==> config.mk <==
export PLATFORM = sky130hd
export DESIGN_NAME = flash_arbiter_flat
export DESIGN_NICKNAME = d
export VERILOG_FILES = /design/src/rtl/flash_arbiter_if.sv /design/src/rtl/flash_arbiter.sv /design/src/flat_wrapper.sv
export SDC_FILE = /design/constraint.sdc
export NUM_CORES = 1
export LEC_CHECK = 0
export CAP_MARGIN = 30
export CORE_AREA = 2 2 143 145
export DETAILED_ROUTE_END_ITERATION = 12
export DIE_AREA = 0 0 145 147
export HOLD_SLACK_MARGIN = 0.08
export PLACE_DENSITY = 0.74
export RECOVER_POWER = 25
export SYNTH_ARGS = -nofsm -noshare
export SYNTH_HDL_FRONTEND = slang
export SYNTH_SLANG_ARGS = --single-unit
==> constraint.sdc <==
create_clock -name clk -period 6 [get_ports clk]
set_input_delay 1.2 -clock clk [delete_from_list [all_inputs] [get_ports clk]]
set_output_delay 1.2 -clock clk [all_outputs]
set_load 0.1 [all_outputs]
==> src/rtl/flash_arbiter_if.sv <==
// -----------------------------------------------------------------------------
// flash_arbiter_if
//
// Purpose: bundles every signal between the flash arbiter and its environment
// (the two requesting clients and the register-mapped SPI flash controller).
// The arbiter uses the "slave" modport. The environment (clients plus
// controller, or a testbench standing in for them) uses the "master" modport.
//
// Client handshake (one per port, n = 0/1):
//   reqn is raised with wen/addrn/wdatan stable and held until ackn. ackn is a
//   single-cycle pulse, and errn/rdatan are valid in that same cycle. The
//   client drops reqn in the cycle after ackn, so the arbiter can grant again
//   no earlier than the second cycle after the ack.
//
// Signal summary:
//   req0/req1         client -> arb   request, held until ack
//   we0/we1           client -> arb   1 = write, 0 = read
//   addr0/addr1 [23:0] client -> arb  flash word address
//   wdata0/wdata1[31:0] client -> arb write data
//   ack0/ack1         arb -> client   one-cycle completion pulse
//   err0/err1         arb -> client   valid with ack: timeout or range error
//   rdata0/rdata1[31:0] arb -> client read data, held until the next ack
//   busy              arb -> env      high whenever the arbiter is not idle
//   grant[1:0]        arb -> env      one-hot owner of the current op
//   fc_ren/fc_wen     arb -> ctrl     register read / write strobes
//   fc_address[7:0]   arb -> ctrl     register index
//   fc_data_in[31:0]  arb -> ctrl     register write data
//   fc_data_out[31:0] ctrl -> arb     register read data, one cycle after fc_ren
//   dbg_state[3:0]    arb -> env      current FSM state, for observation
// -----------------------------------------------------------------------------
interface flash_arbiter_if;
  logic        req0;
  logic        req1;
  logic        we0;
  logic        we1;
  logic [23:0] addr0;
  logic [23:0] addr1;
  logic [31:0] wdata0;
  logic [31:0] wdata1;
  logic        ack0;
  logic        ack1;
  logic        err0;
  logic        err1;
  logic [31:0] rdata0;
  logic [31:0] rdata1;
  logic        busy;
  logic [1:0]  grant;
  logic        fc_ren;
  logic        fc_wen;
  logic [7:0]  fc_address;
  logic [31:0] fc_data_in;
  logic [31:0] fc_data_out;
  logic [3:0]  dbg_state;

  modport slave (
    input  req0, req1, we0, we1, addr0, addr1, wdata0, wdata1, fc_data_out,
    output ack0, ack1, err0, err1, rdata0, rdata1, busy, grant,
           fc_ren, fc_wen, fc_address, fc_data_in, dbg_state
  );

  modport master (
    output req0, req1, we0, we1, addr0, addr1, wdata0, wdata1, fc_data_out,
    input  ack0, ack1, err0, err1, rdata0, rdata1, busy, grant,
           fc_ren, fc_wen, fc_address, fc_data_in, dbg_state
  );
endinterface

==> src/rtl/flash_arbiter.sv <==
// -----------------------------------------------------------------------------
// flash_arbiter
//
// Purpose: shares one register-mapped SPI flash controller between two
// clients. Each single-word client request is turned into the controller's
// register sequence: program ADDRESS (and DATAIN for writes), arm
// READEN/WRITEEN, poll the arm register until it auto-clears, and for reads
// fetch DATAOUT. Ties are broken round-robin. A poll budget aborts stuck ops,
// and addresses above ADDR_LIMIT are rejected without any bus traffic.
//
// Ports:
//   clk      clock
//   reset_n  asynchronous, active-low reset (returns to IDLE, no ack issued)
//   bus      flash_arbiter_if.slave: client request/ack ports, status,
//            controller register bus and FSM debug state
//
// Parameters:
//   POLL_TIMEOUT  poll iterations allowed before an op is aborted with err=1
//   ADDR_LIMIT    highest legal word address (inclusive)
//
// Whenever no strobe is active, fc_address and fc_data_in sit at zero so the
// bus is quiet and easy to read in traces.
// -----------------------------------------------------------------------------
module flash_arbiter #(
  parameter int unsigned POLL_TIMEOUT = 65535,
  parameter logic [23:0] ADDR_LIMIT   = 24'h0FFFFF
) (
  input logic            clk,
  input logic            reset_n,
  flash_arbiter_if.slave bus
);

  // Poll counter only needs to reach POLL_TIMEOUT-1.
  localparam int unsigned   CW        = (POLL_TIMEOUT > 1) ? $clog2(POLL_TIMEOUT) : 1;
  localparam logic [CW-1:0] POLL_LAST = CW'(POLL_TIMEOUT - 1);

  // Controller register map.
  localparam logic [7:0] REG_READEN  = 8'h01;
  localparam logic [7:0] REG_WRITEEN = 8'h02;
  localparam logic [7:0] REG_ADDRESS = 8'h04;
  localparam logic [7:0] REG_DATAIN  = 8'h08;
  localparam logic [7:0] REG_DATAOUT = 8'h0C;

  typedef enum logic [3:0] {
    S_IDLE     = 4'd0,
    S_W_ADDR   = 4'd1,
    S_W_DATA   = 4'd2,
    S_W_ARM    = 4'd3,
    S_POLL_RD  = 4'd4,
    S_POLL_CHK = 4'd5,
    S_RD_OUT   = 4'd6,
    S_RD_CAP   = 4'd7,
    S_ABORT    = 4'd8,
    S_DONE     = 4'd9
  } state_t;

  state_t state;
  state_t state_nxt;

  // Latched operation context.
  logic          last_grant;  // port that owned the previous op
  logic [1:0]    grant_q;
  logic          op_we;
  logic [23:0]   op_addr;
  logic [31:0]   op_wdata;
  logic          op_err;
  logic [CW-1:0] poll_cnt;
  logic [31:0]   rdata0_q;
  logic [31:0]   rdata1_q;

  // ---------------------------------------------------------------------------
  // Arbitration: with both requests high the port that did not own the last
  // op wins; otherwise whichever single port is requesting.
  // ---------------------------------------------------------------------------
  logic        any_req;
  logic        pick;        // 0 = port 0, 1 = port 1
  logic        sel_we;
  logic [23:0] sel_addr;
  logic [31:0] sel_wdata;
  logic        sel_bad;

  always_comb begin
    any_req   = bus.req0 | bus.req1;
    pick      = (bus.req0 & bus.req1) ? ~last_grant : bus.req1;
    sel_we    = pick ? bus.we1    : bus.we0;
    sel_addr  = pick ? bus.addr1  : bus.addr0;
    sel_wdata = pick ? bus.wdata1 : bus.wdata0;
    sel_bad   = (sel_addr > ADDR_LIMIT);
  end

  logic       arm_done;
  logic [7:0] arm_reg;

  always_comb begin
    arm_done = (bus.fc_data_out == 32'h0);
    arm_reg  = op_we ? REG_WRITEEN : REG_READEN;
  end

  // ---------------------------------------------------------------------------
  // FSM process 1: state register
  // ---------------------------------------------------------------------------
  always_ff @(posedge clk or negedge reset_n) begin
    if (!reset_n) begin
      state <= S_IDLE;
    end else begin
      state <= state_nxt;
    end
  end

  // ---------------------------------------------------------------------------
  // FSM process 2: next-state logic
  // ---------------------------------------------------------------------------
  always_comb begin
    state_nxt = state;
    case (state)
      S_IDLE: begin
        if (any_req) begin
          // Out-of-range requests skip the bus entirely.
          state_nxt = sel_bad ? S_DONE : S_W_ADDR;
        end
      end
      S_W_ADDR:  state_nxt = op_we ? S_W_DATA : S_W_ARM;
      S_W_DATA:  state_nxt = S_W_ARM;
      S_W_ARM:   state_nxt = S_POLL_RD;
      S_POLL_RD: state_nxt = S_POLL_CHK;
      S_POLL_CHK: begin
        if (arm_done) begin
          state_nxt = op_we ? S_DONE : S_RD_OUT;
        end else if (poll_cnt == POLL_LAST) begin
          state_nxt = S_ABORT;
        end else begin
          state_nxt = S_POLL_RD;
        end
      end
      S_RD_OUT:  state_nxt = S_RD_CAP;
      S_RD_CAP:  state_nxt = S_DONE;
      S_ABORT:   state_nxt = S_DONE;
      S_DONE:    state_nxt = S_IDLE;
      default:   state_nxt = S_IDLE;
    endcase
  end

  // ---------------------------------------------------------------------------
  // Operation context and read-data registers
  // ---------------------------------------------------------------------------
  always_ff @(posedge clk or negedge reset_n) begin
    if (!reset_n) begin
      last_grant <= 1'b1;  // so port 0 wins the first tie
      grant_q    <= 2'b00;
      op_we      <= 1'b0;
      op_addr    <= 24'h0;
      op_wdata   <= 32'h0;
      op_err     <= 1'b0;
      poll_cnt   <= '0;
      rdata0_q   <= 32'h0;
      rdata1_q   <= 32'h0;
    end else begin
      case (state)
        S_IDLE: begin
          if (any_req) begin
            last_grant <= pick;
            grant_q    <= pick ? 2'b10 : 2'b01;
            op_we      <= sel_we;
            op_addr    <= sel_addr;
            op_wdata   <= sel_wdata;
            op_err     <= sel_bad;
            poll_cnt   <= '0;
          end
        end
        S_POLL_CHK: begin
          if (!arm_done && (poll_cnt != POLL_LAST)) begin
            poll_cnt <= poll_cnt + CW'(1);
          end
        end
        S_RD_CAP: begin
          if (grant_q[1]) begin
            rdata1_q <= bus.fc_data_out;
          end else begin
            rdata0_q <= bus.fc_data_out;
          end
        end
        S_ABORT: op_err  <= 1'b1;
        S_DONE:  grant_q <= 2'b00;
        default: ;
      endcase
    end
  end

  // ---------------------------------------------------------------------------
  // FSM process 3: outputs decoded from state (never more than one strobe)
  // ---------------------------------------------------------------------------
  logic        fc_ren;
  logic        fc_wen;
  logic [7:0]  fc_address;
  logic [31:0] fc_data_in;
  logic        done;

  always_comb begin
    fc_ren     = 1'b0;
    fc_wen     = 1'b0;
    fc_address = 8'h00;
    fc_data_in = 32'h0;
    done       = (state == S_DONE);
    case (state)
      S_W_ADDR: begin
        fc_wen     = 1'b1;
        fc_address = REG_ADDRESS;
        fc_data_in = {8'h00, op_addr};
      end
      S_W_DATA: begin
        fc_wen     = 1'b1;
        fc_address = REG_DATAIN;
        fc_data_in = op_wdata;
      end
      S_W_ARM: begin
        fc_wen     = 1'b1;
        fc_address = arm_reg;
        fc_data_in = 32'h1;
      end
      S_POLL_RD: begin
        fc_ren     = 1'b1;
        fc_address = arm_reg;
      end
      S_RD_OUT: begin
        fc_ren     = 1'b1;
        fc_address = REG_DATAOUT;
      end
      S_ABORT: begin
        // Disarm so the controller does not finish the op behind our back.
        fc_wen     = 1'b1;
        fc_address = arm_reg;
        fc_data_in = 32'h0;
      end
      default: ;
    endcase
  end

  assign bus.fc_ren     = fc_ren;
  assign bus.fc_wen     = fc_wen;
  assign bus.fc_address = fc_address;
  assign bus.fc_data_in = fc_data_in;
  assign bus.ack0       = done & grant_q[0];
  assign bus.ack1       = done & grant_q[1];
  assign bus.err0       = done & grant_q[0] & op_err;
  assign bus.err1       = done & grant_q[1] & op_err;
  assign bus.rdata0     = rdata0_q;
  assign bus.rdata1     = rdata1_q;
  assign bus.busy       = (state != S_IDLE);
  assign bus.grant      = grant_q;
  assign bus.dbg_state  = state;

endmodule
==> src/flat_wrapper.sv <==
// flat-port wrapper written by rule: the top's interface ports become plain ports
module flash_arbiter_flat 
#(
  parameter int unsigned POLL_TIMEOUT = 65535,
  parameter logic [23:0] ADDR_LIMIT   = 24'h0FFFFF
)
  (clk, reset_n, bus_req0, bus_req1, bus_we0, bus_we1, bus_addr0, bus_addr1, bus_wdata0, bus_wdata1, bus_fc_data_out, bus_ack0, bus_ack1, bus_err0, bus_err1, bus_rdata0, bus_rdata1, bus_busy, bus_grant, bus_fc_ren, bus_fc_wen, bus_fc_address, bus_fc_data_in, bus_dbg_state);
  flash_arbiter_if bus_i ();
  input logic clk;
  input logic reset_n;
  input wire logic [$bits(bus_i.req0)-1:0] bus_req0;
  input wire logic [$bits(bus_i.req1)-1:0] bus_req1;
  input wire logic [$bits(bus_i.we0)-1:0] bus_we0;
  input wire logic [$bits(bus_i.we1)-1:0] bus_we1;
  input wire logic [$bits(bus_i.addr0)-1:0] bus_addr0;
  input wire logic [$bits(bus_i.addr1)-1:0] bus_addr1;
  input wire logic [$bits(bus_i.wdata0)-1:0] bus_wdata0;
  input wire logic [$bits(bus_i.wdata1)-1:0] bus_wdata1;
  input wire logic [$bits(bus_i.fc_data_out)-1:0] bus_fc_data_out;
  output wire logic [$bits(bus_i.ack0)-1:0] bus_ack0;
  output wire logic [$bits(bus_i.ack1)-1:0] bus_ack1;
  output wire logic [$bits(bus_i.err0)-1:0] bus_err0;
  output wire logic [$bits(bus_i.err1)-1:0] bus_err1;
  output wire logic [$bits(bus_i.rdata0)-1:0] bus_rdata0;
  output wire logic [$bits(bus_i.rdata1)-1:0] bus_rdata1;
  output wire logic [$bits(bus_i.busy)-1:0] bus_busy;
  output wire logic [$bits(bus_i.grant)-1:0] bus_grant;
  output wire logic [$bits(bus_i.fc_ren)-1:0] bus_fc_ren;
  output wire logic [$bits(bus_i.fc_wen)-1:0] bus_fc_wen;
  output wire logic [$bits(bus_i.fc_address)-1:0] bus_fc_address;
  output wire logic [$bits(bus_i.fc_data_in)-1:0] bus_fc_data_in;
  output wire logic [$bits(bus_i.dbg_state)-1:0] bus_dbg_state;
  assign bus_i.req0 = bus_req0;
  assign bus_i.req1 = bus_req1;
  assign bus_i.we0 = bus_we0;
  assign bus_i.we1 = bus_we1;
  assign bus_i.addr0 = bus_addr0;
  assign bus_i.addr1 = bus_addr1;
  assign bus_i.wdata0 = bus_wdata0;
  assign bus_i.wdata1 = bus_wdata1;
  assign bus_i.fc_data_out = bus_fc_data_out;
  assign bus_ack0 = bus_i.ack0;
  assign bus_ack1 = bus_i.ack1;
  assign bus_err0 = bus_i.err0;
  assign bus_err1 = bus_i.err1;
  assign bus_rdata0 = bus_i.rdata0;
  assign bus_rdata1 = bus_i.rdata1;
  assign bus_busy = bus_i.busy;
  assign bus_grant = bus_i.grant;
  assign bus_fc_ren = bus_i.fc_ren;
  assign bus_fc_wen = bus_i.fc_wen;
  assign bus_fc_address = bus_i.fc_address;
  assign bus_fc_data_in = bus_i.fc_data_in;
  assign bus_dbg_state = bus_i.dbg_state;
  flash_arbiter #(.POLL_TIMEOUT(POLL_TIMEOUT), .ADDR_LIMIT(ADDR_LIMIT)) u_core (.clk(clk), .reset_n(reset_n), .bus(bus_i));
endmodule
==> run summary <==
R2R Path Start - u_core.bus.dbg_state[0]$_DFFE_PN0P_
post-detail-place hpwl - 14300 um
HP Start - u_core.op_wdata[30]$_DFFE_PN0P_
Fin. Hold Viols - 0
failing checks - max-capacitance violations, max-slew violations
Critical Path Start - u_core.bus.dbg_state[0]$_DFFE_PN0P_
final setup vio count - 0
most common cell after layout, fill and taps aside - clkdlybuf4s50_1
Site Rows - 52
Slew HR - -0.247
H-tree depth - 4
DRT antenna net count - 0
fmax - 227 MHz
largest net degree at the start of global routing - 93
vias in the first global route - 5672
FFs w/ async S/R, synth - 1.00
Die ar. - 0.0213 sq mm
initial antenna violation count - 0
setup ws final - 1.59 ns
ranking of synthesized cells by area - dfrtp_1, mux2_2, mux2i_1, o21ai_0, nand2_1
met2 Use GR - 0.300
clock latency on the worst-skew pair - 0.42 ns
cells along the critical path - nor3b_2 -> nor2b_2 -> buf_4 -> and2_1 -> clkdlybuf4s50_1
# nets final - 1008
Pre-antenna DRT Iters - 4
die height - 147 um
diode count - 0
pre-CTS setup slack - 2.02 ns
number of setup buffers added after CTS - 0
Final GP Congestion - 0.802
Horiz. Die Dim - 145 um
DRT iter0 DRCs - 210
CP max stage cell - clkdlybuf4s50_1
final slew viol count - 33
Fin Hold WS - 0.477 ns
Yosys cell types - 51
most frequent cells in the layout - clkdlybuf4s50_1, dfrtp_1, nand2_1
Total Neg Setup Slack - 0 ns
Max-Cap Viols - 1
outcome - complete, but fails checks
Global Route Usage Sum - 0.188
CTS Sinks - 145
Avg Inst Size Synth - 11.3 sq um
cts hold-fix bufs - 0
CTS tree - yes
initial core utilization - 0.342
CP Class - flop to primary output
Num CTS Buffers - 17
busiest layer in global routing - met2
crit path DAT - 3.21 ns
PostCTS Resize Cnt - 0
largest fanout on the critical path - 31
Yosys reg bits - 145
I/O pins - 267
crit path launch type - flop
final wirelength - 19700 um
Avg WL per Cell - 17.3 um
worst min path class - flop to flop
prevailing post-synth register cell - dfrtp_1
sequential share of the synthesized area - 0.535
CTS max path bufs - 2
crit path time final - 4.41 ns
synthesized cell area - 0.00678 sq mm
Via Count - 5543
met3 usage - 0.0686
residual DRC count - 0
Reg clk slew, reported paths - 0.07 ns
Port Buf Inserts - 262
area leader, netlist - dfrtp_1
RSZ-0062 raised after global routing - false
Post-synth EDFFs - 0
fraction of layout cells with a size suffix above 1 - 0.138
clk_skew - 0.00866 ns
first-pass GRT wire length - 31600 um
CP Capture Type - primary output
core area - 0.0198 sq mm
DR vias/cell - 4.87
top cell type's share of synthesized area - 0.531
reg2reg setup slack - 3.16 ns
Ys Warns - 0
Core Util, Final - 0.518
Layout area overhead - 51.7%
final period utilization - 0.734
GRT met1 Usage - 0.242
GR Overflow Total - 0
WP data required - 4.80 ns
Tightest Pin Transition - 1.87 ns
clock root cell - clkbuf_16
Cells after Synth - 602
crit-path max cell delay - 1.16 ns
-- metrics by stage --
stage / area (sq um) / instances
after floorplan: 6800 / 605
after CTS: 10300 / 1138
final: 10300 / 1138
after global placement: 9680 / 1105
after detailed placement: 9710 / 1107
after global routing: 10300 / 1138
-- cells by family after synthesis --
group / count (synthesis) / share of synthesized area
xor gates and xnor gates: 10 / 0.0129
muxes: 126 / 0.198
adders and majority gates: 2 / 0.00369
DFF: 145 / 0.535
and+or+nand+nor: 163 / 0.120
buffers and inverters: 44 / 0.0286
other: 1 / 0.000553
AOI/OAI and AO/OA: 111 / 0.101
-- state kept, by name, indices dropped and copies added (netlist names), 2 cells and up --
name	count
u_core.op_wdata	32
u_core.op_addr	24
u_core.bus.dbg_state	4
u_core.poll_cnt	16
u_core.bus.rdata1	32
u_core.bus.rdata0	32
u_core.bus.grant	2
-- final timing paths --
check                                                    to  cells past startpoint
max in group asynchronous  u_core.bus.rdata0[2]$_DFFE_PN0P_                      2
hold reg to reg             u_core.op_wdata[30]$_DFFE_PN0P_                      2
hold / removal              u_core.op_wdata[30]$_DFFE_PN0P_                      2
setup reg to reg            u_core.poll_cnt[14]$_DFFE_PN0P_                      5
min in group asynchronous  u_core.bus.rdata0[7]$_DFFE_PN0P_                      1
setup / recovery                         bus_fc_data_in[30]                      5
-- layout make-up --
type / count / area (sq um)
clock buffers: 18 / 429
multi-input cells: 416 / 3000
repair buffers: 273 / 2720
fillers: 1781 / 9560
flip-flops and latches: 145 / 3630
well taps: 270 / 338
inverters: 3 / 11.3
clock inverters: 13 / 155
-- per-layer routing --
layer / vias up / part of all wire
met5: - / 0
met3: 19 / 0.081
met2: 209 / 0.47
met1: 2668 / 0.43
met4: 0 / 0.013
li1: 2647 / -
-- synth_stat cells (4+ instances only) --
cell	instances
nor2_1	24
mux2_2	65
nor3_1	7
and2_1	10
buf_4	4
dfrtp_1	144
nor4_1	11
o21ai_0	65
mux2i_1	61
xnor2_1	9
clkbuf_1	29
nand2_1	74
nand4_1	7
and3_1	4
nand3_1	6
a21oi_1	5
a22o_1	23
buf_2	5
-- critical path, delay by kind of cell (launching register included) --
kind / cells / cell delay [ns]
buffers and inverters: 2 / 1.49
and+or+nand+nor: 3 / 0.71
DFF: 1 / 0.57
Power is not shown: default switching activity piles up to over one toggle a cycle in this logic, so the estimate is an artifact.
